### src/rtl/lab4_pkg.sv
// Shared widths, the halt marker and the {pc, instr} entry type for the
// instruction fetch unit and its buffer.
package lab4_pkg;

    localparam int ADDR_W  = 8;
    localparam int INSTR_W = 16;

    localparam logic [INSTR_W-1:0] HALT_WORD = 16'h0000;

    typedef struct packed {
        logic [ADDR_W-1:0]  pc;
        logic [INSTR_W-1:0] instr;
    } entry_t;

endpackage

### src/rtl/lab4_fetch_buf.sv
// Two-entry FIFO of fetched {pc, instr} pairs; the head entry is always
// the oldest one and drives decode directly.
module lab4_fetch_buf
    import lab4_pkg::*;
(
    input  logic       clk,
    input  logic       rst_n,
    input  logic       flush,
    input  logic       push,
    input  logic       pop,
    input  entry_t     din,
    output entry_t     head,
    output logic [1:0] count
);

    entry_t slot1;
    logic   do_pop;

    assign do_pop = pop && (count != 2'd0);

    // A push into a full buffer without a pop is never requested by the
    // fetch logic, so that case simply leaves the contents alone.
    always_ff @(posedge clk) begin
        if (!rst_n || flush) begin
            count <= 2'd0;
            head  <= '0;
            slot1 <= '0;
        end else begin
            case ({push, do_pop})
                2'b10: begin
                    if (count == 2'd0) begin
                        head  <= din;
                        count <= 2'd1;
                    end else if (count == 2'd1) begin
                        slot1 <= din;
                        count <= 2'd2;
                    end
                end
                2'b01: begin
                    head  <= slot1;
                    count <= count - 2'd1;
                end
                2'b11: begin
                    if (count == 2'd1) begin
                        head <= din;
                    end else begin
                        head  <= slot1;
                        slot1 <= din;
                    end
                end
                default: ;
            endcase
        end
    end

endmodule

### src/rtl/lab4_ifetch.sv
// Instruction fetch: walks the fetch PC through instruction memory, buffers
// up to two words for decode, stops on a halt marker and restarts on redirect.
module lab4_ifetch
    import lab4_pkg::*;
#(
    parameter logic [7:0] RESET_PC     = 8'h00,
    parameter bit         HALT_ON_ZERO = 1'b1
) (
    input  logic        CLK,
    input  logic        RESET,
    output logic [7:0]  IMEM_ADDR,
    input  logic [15:0] IMEM_Q,
    output logic [15:0] INSTR,
    output logic [7:0]  PC_OUT,
    output logic        VALID,
    input  logic        READY,
    input  logic        REDIRECT,
    input  logic [7:0]  REDIRECT_PC,
    output logic        HALT
);

    logic [7:0] fpc;
    logic       halted;
    logic [1:0] count;
    logic       pop;
    logic       push_ok;
    logic       halt_hit;
    logic       push;
    entry_t     head;

    // Handshake: VALID means INSTR/PC_OUT hold the oldest buffered word;
    // it is consumed on any cycle where VALID and READY are both 1, and
    // INSTR/PC_OUT stay stable while VALID=1 and READY=0.
    assign VALID     = (count != 2'd0);
    assign pop       = VALID && READY;
    assign INSTR     = head.instr;
    assign PC_OUT    = head.pc;
    assign HALT      = halted && (count == 2'd0);
    assign IMEM_ADDR = {fpc[7:1], 1'b0};

    assign push_ok  = !halted && !REDIRECT && ((count != 2'd2) || pop);
    assign halt_hit = push_ok && HALT_ON_ZERO && (IMEM_Q == HALT_WORD);
    assign push     = push_ok && !halt_hit;

    lab4_fetch_buf u_buf (
        .clk   (CLK),
        .rst_n (RESET),
        .flush (REDIRECT),
        .push  (push),
        .pop   (pop),
        .din   ('{pc: fpc, instr: IMEM_Q}),
        .head  (head),
        .count (count)
    );

    // Redirect outranks everything; the pc arithmetic wraps FE -> 00 naturally.
    always_ff @(posedge CLK) begin
        if (!RESET) begin
            fpc    <= RESET_PC & 8'hFE;
            halted <= 1'b0;
        end else if (REDIRECT) begin
            fpc    <= REDIRECT_PC & 8'hFE;
            halted <= 1'b0;
        end else if (halt_hit) begin
            halted <= 1'b1;
        end else if (push) begin
            fpc <= fpc + 8'd2;
        end
    end

endmodule
### config.mk
export PLATFORM = sky130hd
export DESIGN_NAME = lab4_ifetch
export DESIGN_NICKNAME = d
export VERILOG_FILES = /design/src/rtl/lab4_pkg.sv /design/src/rtl/lab4_fetch_buf.sv /design/src/rtl/lab4_ifetch.sv
export SDC_FILE = /design/constraint.sdc
export NUM_CORES = 1
export LEC_CHECK = 0
export ABC_AREA = 0
export CAP_MARGIN = 20
export CELL_PAD_IN_SITES_DETAIL_PLACEMENT = 2
export CELL_PAD_IN_SITES_GLOBAL_PLACEMENT = 2
export CORE_ASPECT_RATIO = 1.4
export CORE_MARGIN = 2
export CORE_UTILIZATION = 29
export CTS_CLUSTER_DIAMETER = 150
export DETAILED_ROUTE_END_ITERATION = 7
export PLACE_DENSITY_LB_ADDON = 0.1
export SLEW_MARGIN = 20
export SYNTH_ARGS = -nofsm -noshare
export SYNTH_HDL_FRONTEND = slang
export SYNTH_SLANG_ARGS = --single-unit
### constraint.sdc
create_clock -name CLK -period 3.1 [get_ports CLK]
set_clock_uncertainty 0.2 [all_clocks]
set_input_delay 0.775 -clock CLK [delete_from_list [all_inputs] [get_ports CLK]]
set_output_delay 0.775 -clock CLK [all_outputs]
set_load 0.03 [all_outputs]
==> results.md, run 1 <==
* Met3 usage at approximately 3.2%
* CP Cell Sequence: dlygate4sd2_1 -> nor4_4 -> and4_4 -> nor3_4 -> ha_2 -> and3b_1 -> o21ai_4 -> buf_4 -> buf_12 -> mux2i_4 -> nor2_1
* FF+latch area at 1161 um2
* Worst VDD drop at ~250 uV
* Startpoint types: input port
* R2r setup slk at 0.35 ns
* Register area share after synthesis at between 30 and 40%
* RSZ-0062 raised after global routing: false
* Levels on crit path at 11
* # port buffers at 59
* Max Root-Sink Buffers at 2
* Share of cells above drive strength 1 at between 10% and 20%
* GRT met1 Usage at 21.64%
* Die Y at between 100 and 150 um
* GRT Total Usage at 18.26%
* CP Launch Point: IMEM_Q[14]
* Area Overhead vs Synth at 45.32%
* Worst EP required at a little over 3 ns
* Pre-CTS setup slack at -0.5652 ns
* FMAX at approximately 0.33 GHz
* Post-route setup slack at between 0.1 and 0.15 ns
* Fin. Hold Viols at 0
* Pin count of the biggest net entering global routing at 49
* GRT overflow at 0
* Tmin final at roughly 3.0 ns
* Cell count after synthesis at 330
* Cell family with most CP delay: simple AND/OR/NAND/NOR gates
* Core footprint at approximately 10000 um2
* Max-cap violations at 0
* CP max stage delay at about 0.37 ns
* Crit path kind: input port to flip-flop
* Worst skew pair latency at about 0.33 ns
* CTS Hold Bufs at 0
* Total power at 2.227 mW
* H-tree Lvls at 3
* Netlist cell types at between 40 and 50
* Via count at around 2900
* Crit share post-route at between 90% and 100%
* Clock slew at reported path FFs at 0.05 ns
* Final core occ at a little over two fifths
* Critical-path top delay cell: nor4_4
* Initial core utilization at ~30%
* Vias per std cell at 5.071
* CTS root buf: clkbuf_16
* Worst EP arrival at 3.00 ns
* Most frequent cells in the layout: 58 x dfxtp_1, 48 x mux2i_1, 43 x clkdlybuf4s50_1, 43 x buf_4, 27 x nand2_1
* 1st-pass router iterations at 4
* DRT iter0 DRCs at 84
* TritonCTS clock tree: done
* Final HPWL DP at roughly 6900 um
* Reg2reg start: u_buf.count[0]
* Worst Setup EP: u_buf.slot1[14]
* Worst-path maximum fanout at 8
* Crit path buf inv count at 3
* Multi-input gate area at ~1800 um2
* # fillers at between 1000 and 1500
* Global-route wire length before repair at ~17000 um
* R2R Path End: u_buf.slot1[14]
* DRC violations left at 0
* Placed Area at around 4100 um2
* Wire per inst at between 15 and 20 um
* Rows at 44
* Syn Nets at roughly 370
* Count of final setup violators at 0
* Most used DFF post-synth: dfxtp_1
* Final ANT Viol Nets at 0
* Async S/R FF share, synth at 0%
* TritonCTS buffer count at 9
* Status: complete, no violations
* Post-synthesis area per instance at between 9 and 10 um2
* HP Class: flip-flop to flip-flop
* Power Density at 490.4 nW/um2
* Clock sink count at between 50 and 60
* Worst r2r path cells at 12
* Crit. End Element: flip-flop
* Cell Area, Synth at ~3100 um2
* Grt peak-use layer: met2
* Die area at about 12000 um2
* Diodes inserted at 0
* Routability cong. at about 0.77
* YS warnings at 0
* Grt met2 use at about 33%
* Pleak at 2.362 nW
* Number of flops mapped to enable cells by yosys at 0
* Initial antenna violation count at 0
* Overall die width at 91.74 um
* Slew Limit Fails at 0
* Final wirelength at between 10000 and 15000 um
* Finished Cell Area at between 4000 and 5000 um2
* Vias in the first global route at 3138
* Commonest non-fill, non-tap cell in the layout: dfxtp_1
* #FFs+latches synth at slightly below 60
* Nets at 455
* I/O pins at slightly above 60
sequential cells by signal, indices dropped and copies added (netlist names):
| signal | cells |
|---|---|
| u_buf.head | 24 |
| fpc | 7 |
| u_buf.slot1 | 24 |
| u_buf.count | 2 |
| halted | 1 |
cell families after synthesis:
kind of cell	after synthesis	share of synthesized area (%)
AO/OA/AOI/OAI	97	23.66
AND/OR/NAND/NOR	81	14.69
flip-flops	58	37.15
multiplexers	49	15.69
buffers and inverters	37	5.885
adder cells (fa/ha/maj)	7	2.802
other	1	0.1200
area by class of cell:
type,instances,area share (%)
inverter,8,0.6612
clock buffer,15,6.336
sequential,58,25.56
multi-input combinational,235,40.25
tap,138,3.802
timing repair buffer,108,22.73
clock inverter,1,0.6612
synth_stat cells, types with 2 or more instances:
master | count | share of area, %
a21oi_1 | 3 | 0.48
buf_2 | 6 | 0.96
nand3_1 | 3 | 0.48
inv_1 | 8 | 0.96
nand4_1 | 2 | 0.40
nor4_4 | 4 | 2.7
a311oi_1 | 3 | 0.84
buf_12 | 2 | 1.3
clkbuf_1 | 19 | 2.3
a31oi_1 | 5 | 1.0
dfxtp_1 | 58 | 37
nor2_1 | 26 | 3.1
nand2_1 | 28 | 3.4
and2_1 | 2 | 0.40
and3_1 | 2 | 0.40
o211a_1 | 23 | 7.4
a21boi_0 | 22 | 5.3
o21ai_0 | 30 | 4.8
mux2i_1 | 49 | 16
nor2b_1 | 4 | 0.80
ha_1 | 7 | 2.8
how the worst min path moves through the flow:
stage	startpoint	end	slack, ns	depth (start not counted)
2_1_floorplan	u_buf.slot1[16]	u_buf.slot1[16]	0.21	2
3_3_place_gp	u_buf.slot1[16]	u_buf.slot1[16]	0.23	2
3_5_place_dp	u_buf.slot1[16]	u_buf.slot1[16]	0.23	2
4_1_cts	u_buf.slot1[16]	u_buf.slot1[16]	0.24	2
5_1_grt	u_buf.slot1[16]	u_buf.slot1[16]	0.27	2
6_report	u_buf.slot1[16]	u_buf.slot1[16]	0.24	2
what timing repair did:
action,CTS,global route
pin swaps,7,6
cloned,1,0
endpoints found under the setup margin,50,34
gates resized for setup,25,8
setup buffers,3,0
worst min-delay path, cell delays in order, from the launching register on:
cell and delay, ns:
dfxtp_1 0.29, nand2_1 0.06, nor2b_1 0.04
layer usage:
metal | share of wire (%) | vias up
met1 | 43 | 1424
met5 | 0 | -
met4 | 1.5 | 0
met2 | 53 | 51
li1 | - | 1371
met3 | 2.8 | 9
per-stage QoR:
step	TNS (ns)	hold slack [ns]	instances
floorplan	0	0.2142	330
global placement	-21.88	0.2255	543
detailed placement	-24.78	0.2346	543
CTS	0	0.2432	563
global route	0	0.2700	563
finish	0	0.2385	563
power by group:
part	internal (mW)	switching, mW	leakage [nW]
combinational	0.173	0.198	1.74
clock	0.711	0.354	0.156
sequential	0.770	0.0214	0.471
total	1.65	0.573	2.36
No activity file was read; power rests on OpenSTA's default activity.
==> inputs of run 2 (changes only) <==
--- a/config.mk
+++ b/config.mk
@@ -14,7 +14,9 @@
 export CORE_UTILIZATION = 29
 export CTS_CLUSTER_DIAMETER = 150
 export DETAILED_ROUTE_END_ITERATION = 7
+export GPL_ROUTABILITY_DRIVEN = 0
 export PLACE_DENSITY_LB_ADDON = 0.1
+export SETUP_SLACK_MARGIN = 0.1
 export SLEW_MARGIN = 20
 export SYNTH_ARGS = -nofsm -noshare
 export SYNTH_HDL_FRONTEND = slang
==> run 2 against run 1 <==
Against the previous run:
- maximum frequency is 3.8% higher
- utilization increased by 0.93 points
- via count grew 1.6%
- hold slack improved by 0.0016 ns
- count of clock-buffer cells in the layout is 3 lower
- first-iteration DRC count increased by 18%
- sequential power about the same
- largest power group unchanged
- critical path type unchanged
==> results.md, run 2 (same netlist as run 1, synthesis figures left out) <==
* Pin count of the biggest net entering global routing at 49 (unchanged)
* DRT iter0 DRCs at 99 (was 84)
* Cell Count, Final, Fillers Out at 579 (was 563)
* Worst EP arrival at 2.90 ns (was 3.00 ns)
* Commonest non-fill, non-tap cell in the layout: dfxtp_1 (unchanged)
* I/O pins at 62 (unchanged)
* CP Cell Sequence: dlygate4sd2_1 -> nor4_4 -> and4_4 -> nor3_2 -> buf_4 -> ha_2 -> and3b_2 -> o21ai_4 -> buf_12 -> buf_16 -> mux2i_1 -> nor2_1 (was dlygate4sd2_1 -> nor4_4 -> and4_4 -> nor3_4 -> ha_2 -> and3b_1 -> o21ai_4 -> buf_4 -> buf_12 -> mux2i_4 -> nor2_1)
* Post-route setup slack at 0.2130 ns (was 0.1027 ns)
* Global-route wire length before repair at 15850 um (was 16670 um)
* Crit share post-route at 93.13% (was 96.69%)
* Wire per inst at 17.40 um (was 18.29 um)
* Final wirelength at 10070 um (was 10300 um)
* Initial core utilization at 29.88% (unchanged)
* FMAX at 0.3464 GHz (was 0.3336 GHz)
* Rows at 44 (unchanged)
* Core footprint at 10460 um2 (unchanged)
* Fin. Hold Viols at 0 (unchanged)
* TritonCTS clock tree: done (unchanged)
* Final HPWL DP at 6845 um (was 6901 um)
* Multi-input gate area at 1813 um2 (was 1828 um2)
* Total power at 2.107 mW (was 2.227 mW)
* Final ANT Viol Nets at 0 (unchanged)
* Startpoint types: input port (unchanged)
* Clock slew at reported path FFs at 0.05 ns (about the same)
* Worst slew pin tran at between 0.5 and 0.6 ns
* Slew Limit Fails at 0 (unchanged)
* Nets at 473 (was 455)
* GRT Total Usage at 17.28% (was 18.26%)
* Crit. End Element: flip-flop (unchanged)
* Die Y at 126.8 um (unchanged)
* Reg2reg start: u_buf.count[0] (unchanged)
* Worst Setup EP: u_buf.slot1[2] (was u_buf.slot1[14])
* Count of final setup violators at 0 (unchanged)
* H-tree Lvls at 3 (unchanged)
* Max-cap violations at 0 (unchanged)
* Overall die width at 91.74 um (unchanged)
* Worst-path maximum fanout at 6 (was 8)
* Cell family with most CP delay: simple AND/OR/NAND/NOR gates (unchanged)
* Worst EP required at 3.12 ns (was 3.11 ns)
* Pre-CTS setup slack at -0.5490 ns (was -0.5652 ns)
* FF+latch area at 1161 um2 (unchanged)
* Vias in the first global route at 3065 (was 3138)
* Via count at 2901 (was 2855)
* Crit path buf inv count at 4 (was 3)
* TritonCTS buffer count at 9 (unchanged)
* Cell count after placement at 551 (was 543)
* Die area at 11640 um2 (unchanged)
* # fillers at 1136 (was 1144)
* CTS Hold Bufs at 0 (unchanged)
* Levels on crit path at 12 (was 11)
* Max Root-Sink Buffers at 2 (unchanged)
* Diodes inserted at 0 (unchanged)
* Vias per std cell at 5.010 (was 5.071)
* Initial antenna violation count at 0 (unchanged)
* Setup TNS at 0 ns (unchanged)
* Crit path kind: input port to flip-flop (unchanged)
* Hold WS at 0.2401 ns (was 0.2385 ns)
* Tmin final at 2.887 ns (was 2.997 ns)
* Power Density at 454.1 nW/um2 (was 490.4 nW/um2)
* Largest regs: u_buf.head x24, u_buf.slot1 x24, fpc x7 (unchanged)
* Worst VDD drop at 239.4 uV (was 252.9 uV)
* Slew HR at 66.46%
* 1st-pass router iterations at 4 (unchanged)
* DRC violations left at 0 (unchanged)
* Clock sink count at 58 (unchanged)
* CP Launch Point: IMEM_Q[11] (was IMEM_Q[14])
* Most frequent cells in the layout: 58 x dfxtp_1, 55 x buf_4, 49 x mux2i_1 (was 58 x dfxtp_1, 48 x mux2i_1, 43 x clkdlybuf4s50_1, 43 x buf_4, 27 x nand2_1)
* Worst r2r path cells at 13 (was 12)
* GRT overflow at 0 (unchanged)
* Share of cells above drive strength 1 at 25.17% (was 18.82%)
* # port buffers at 59 (unchanged)
* Area Overhead vs Synth at 48.44% (was 45.32%)
* R2r setup slk at 0.27 ns (was 0.35 ns)
* RSZ-0062 raised after global routing: false (unchanged)
* Worst skew pair latency at 0.33 ns (about the same)
* R2R Path End: u_buf.slot1[2] (was u_buf.slot1[14])
* Critical-path top delay cell: and4_4 (was nor4_4)
* Pleak at 2.425 nW (was 2.362 nW)
* Status: complete, no violations (unchanged)
* CP max stage delay at 0.29 ns (was 0.37 ns)
* CTS root buf: clkbuf_16 (unchanged)
* HP Class: flip-flop to flip-flop (unchanged)
==> run 2: cell count changes in the layout (fill, tap and decap cells not counted), sizes merged <==
cell | previous run | this run
buf | 48 | 72
bufbuf | 1 | 0
clkdlybuf4s50 | 43 | 41
dlymetal6s2s | 4 | 2
dlygate4sd2 | 12 | 3
clkinv | 0 | 1
clkbuf | 15 | 19
clkdlybuf4s15 | 0 | 1
clkinvlp | 0 | 1
bufinv | 1 | 0
==> run 2: worst min-delay path, cell delays in order (launching register included) <==
cell,delay [ns]
dfxtp_1,0.29
nand2_1,0.06
nor2b_1,0.04
==> run 2: repair_timing <==
| action | CTS | global route |
|---|---|---|
| cloned | 1 | 0 |
| pin swaps | 6 | 8 |
| gates resized for setup | 37 | 24 |
| buffers inserted | 5 | 8 |
| setup endpoints to repair | 50 | 44 |
==> run 2: how the worst min path moves through the flow <==
stage | start | end | slack, ns | cells past startpoint
4_1_cts | u_buf.slot1[16] | u_buf.slot1[16] | 0.25 | 2
6_report | u_buf.slot1[16] | u_buf.slot1[16] | 0.24 | 2
5_1_grt | u_buf.slot1[16] | u_buf.slot1[16] | 0.27 | 2
3_3_place_gp | u_buf.slot1[16] | u_buf.slot1[16] | 0.23 | 2
2_1_floorplan | u_buf.slot1[16] | u_buf.slot1[16] | 0.21 | 2
3_5_place_dp | u_buf.slot1[16] | u_buf.slot1[16] | 0.24 | 2
==> run 2: power breakdown <==
group	switching, mW	total (mW)	internal (mW)
registers	0.0216	0.792	0.771
clock network	0.340	0.935	0.595
logic	0.198	0.379	0.182
total	0.560	2.11	1.55
==> run 2: metrics by stage <==
stage	utilization [%]	cell area [um2]
after floorplan	-	3167
after global placement	40.67	4254
after detailed placement	40.67	4254
after CTS	43.98	4601
after global routing	44.35	4639
final	44.35	4639
==> run 2: per-layer routing <==
layer,track usage [%],share of wire (%)
met5,0,0
met4,5.004,1.0
met3,3.682,2.7
met2,32.61,55
met1,19.25,41
==> run 2: cell type report <==
type,count,area share (%)
multi-input cells,235,39.08
well taps,138,3.722
clock buffers,12,5.744
repair buffers,126,25.51
flip-flops and latches,58,25.03
inverters,8,0.6472
clock inverters,2,0.2697
==> inputs of run 3 (changes only) <==
==> constraint.sdc (replaced) <==
create_clock -name CLK -period 2.45 [get_ports CLK]
set_clock_uncertainty 0.2 [all_clocks]
set_input_delay 0.6125 -clock CLK [delete_from_list [all_inputs] [get_ports CLK]]
set_output_delay 0.6125 -clock CLK [all_outputs]
set_load 0.03 [all_outputs]
==> run 3 against run 2 <==
Against the previous run:
- the flow now finishes with violations (setup timing)
- largest power group unchanged
- highest routed layer unchanged
- register-to-register slack worse by 0.45 ns
- critical endpoint is now u_buf.slot1[0]
- combinational power up 45%
- clock power up 29%
- hold slack better by 0.021 ns
- utilization up 2.0 points
- count of clock-buffer cells in the layout up 2
==> results.md, run 3 (same netlist as run 1, synthesis figures left out) <==
* Slew Limit Fails at 0 (unchanged)
* I/O pins at 62 (unchanged)
* Initial antenna violation count at 0 (unchanged)
* Max-cap violations at 0 (unchanged)
* Failing checks: setup timing
* Fin. Hold Viols at 0 (unchanged)
* Final ANT Viol Nets at 0 (unchanged)
* Count of final setup violators at 49 (was 0)
* Commonest non-fill, non-tap cell in the layout: dfxtp_1 (unchanged)
* Worst skew pair latency at 0.33 ns (about the same)
* Placed Area at 4283 um2 (was 4254 um2)
* Core footprint at 10460 um2 (unchanged)
* Hold WS at 0.2612 ns (was 0.2401 ns)
* Power Density at 570.0 nW/um2 (was 454.1 nW/um2)
* Worst EP arrival at 2.66 ns (was 2.90 ns)
* DRC violations left at 0 (unchanged)
* Vias per std cell at 5.094 (was 5.010)
* RSZ-0062 raised after global routing: true (was false)
* Cell mode on critical path: buf_12
* Total power at 2.762 mW (was 2.107 mW)
* Reg2reg start: u_buf.count[0] (unchanged)
* HP Class: flip-flop to flip-flop (unchanged)
* DRT iter0 DRCs at 93 (was 99)
* Crit share post-route at 107.9%
* Wire per inst at 19.63 um (was 17.40 um)
* HP Start: u_buf.head[14] (was u_buf.slot1[16])
* Tmin final at roughly 2.6 ns
* Initial core utilization at 29.88% (unchanged)
* TritonCTS clock tree: done (unchanged)
* Nets at 479 (was 473)
* Worst-path maximum fanout at 6 (unchanged)
* Worst r2r path cells at 12 (was 13)
* Final wirelength at 11530 um (was 10070 um)
* Startpoint types: input port (unchanged)
* H-tree Lvls at 3 (unchanged)
* Die area at 11640 um2 (unchanged)
* Post-route setup slack at -0.1943 ns (was 0.2130 ns)
* Cell Count, Final, Fillers Out at 587 (was 579)
* Pre-CTS setup slack at -0.8999 ns (was -0.5490 ns)
* # port buffers at 59 (unchanged)
* GRT overflow at 0 (unchanged)
* Most frequent cells in the layout: 56 x dfxtp_1, 54 x buf_4, 45 x mux2i_1 (was 58 x dfxtp_1, 55 x buf_4, 49 x mux2i_1)
* Hold Crit Endpoint: u_buf.head[14] (was u_buf.slot1[16])
* Die Y at 126.8 um (unchanged)
* Hold Crit Depth at 2 (unchanged)
* Rows at 44 (unchanged)
* Cell count after placement at 552 (was 551)
* GRT Total Usage at 19.71% (was 17.28%)
* Global-route wire length before repair at 17710 um (was 15850 um)
* CP Cell Sequence: buf_8 -> nor4_4 -> and4_4 -> nor3_4 -> ha_2 -> and3b_2 -> o21ai_4 -> buf_12 -> buf_12 -> mux2i_1 -> nor2_1 (was dlygate4sd2_1 -> nor4_4 -> and4_4 -> nor3_2 -> buf_4 -> ha_2 -> and3b_2 -> o21ai_4 -> buf_12 -> buf_16 -> mux2i_1 -> nor2_1)
* Overall die width at 91.74 um (unchanged)
* Share of cells above drive strength 1 at 31.85% (was 25.17%)
* Largest regs: u_buf.head x24, u_buf.slot1 x24, fpc x7 (unchanged)
* Crit. End Element: flip-flop (unchanged)
* Status: finished, violations left (was complete, no violations)
* Worst VDD drop at 368.6 uV (was 239.4 uV)
* Finished Cell Area at 4845 um2 (was 4639 um2)
* Critical-path top delay cell: nor4_4 (was and4_4)
* FMAX at ~0.38 GHz
* Via count at 2990 (was 2901)
* Final HPWL DP at 7447 um (was 6845 um)
* Max Root-Sink Buffers at 2 (unchanged)
* Worst EP required at 2.46 ns (was 3.12 ns)
* Pin count of the biggest net entering global routing at 30 (was 49)
* Area Overhead vs Synth at 55.00% (was 48.44%)
* Pleak at 2.477 nW (was 2.425 nW)
* 1st-pass router iterations at 4 (unchanged)
* Clock sink count at 58 (unchanged)
* TritonCTS buffer count at 9 (unchanged)
* R2R Path End: u_buf.slot1[0] (was u_buf.slot1[2])
* Diodes inserted at 0 (unchanged)
* Vias in the first global route at 3341 (was 3065)
* Crit path kind: input port to flip-flop (unchanged)
* CTS root buf: clkbuf_16 (unchanged)
* CP max stage delay at 0.39 ns (was 0.29 ns)
* Clock slew at reported path FFs at 0.05 ns (about the same)
* R2r setup slk at -0.18 ns (was 0.27 ns)
## run 3: cell count changes in the layout (fill, tap and decap cells not counted), sizes merged
cell,previous run,this run
buf,72,84
clkdlybuf4s50,41,38
clkbuf,19,17
clkinvlp,1,0
clkinv,1,2
clkdlybuf4s15,1,3
dlymetal6s2s,2,1
## run 3: worst max path at each step
stage / startpoint / endpoint / slack [ns]
CTS: IMEM_Q[14] / u_buf.slot1[19] / -0.16
global placement: IMEM_Q[11] / u_buf.head[8] / -0.85
floorplan: IMEM_Q[7] / u_buf.slot1[23] / -0.36
global route: u_buf.count[0] / u_buf.slot1[10] / -0.27
detailed placement: IMEM_Q[11] / u_buf.slot1[18] / -0.90
finish: IMEM_Q[14] / u_buf.slot1[0] / -0.19
## run 3: stage by stage
step / TNS (ns) / util [%]
6_report: -4.722 / 46.32
5_1_grt: -9.399 / 46.32
4_1_cts: -3.036 / 45.65
3_5_place_dp: -42.41 / 40.95
3_3_place_gp: -38.84 / 40.95
2_1_floorplan: -13.25 / -
## run 3: layout make-up
type | count | area (um2)
clock buffer | 14 | 274.0
clock inverter | 2 | 10.01
fill | 1109 | 5615
inverter | 8 | 32.53
multi-input combinational | 235 | 1914
sequential | 58 | 1164
tap | 138 | 172.7
timing repair buffer | 132 | 1277
## run 3: worst max-delay path, delay by kind of cell
kind                       cells  cell delay (ns)
adders and majority gates      1             0.19
buffers and inverters          3             0.38
and+or+nand+nor                5             1.08
AOI/OAI and AO/OA              1             0.17
muxes                          1             0.22
## run 3: what timing repair did
action | 4_1_cts | 5_1_grt
endpoints found under the setup margin | 54 | 51
resized for setup | 111 | 19
cloned | 3 | 1
setup buffers | 11 | 7
hold endpoints to repair | 0 | 0
pin swaps | 22 | 19
hold buffers | 0 | 0
## run 3: power breakdown
part           leakage [nW]  switching, mW  internal, mW
combinational          1.86          0.285         0.263
clock                 0.143          0.450         0.764
sequential            0.472         0.0244         0.975
## run 3: per-layer routing
metal,up-vias,global-route usage (%),share of wire (%)
met3,15,2.850,2.6
met2,50,36.89,55
met4,0,8.516,1.6
met1,1495,21.88,41
met5,-,0,0
li1,1430,-,-
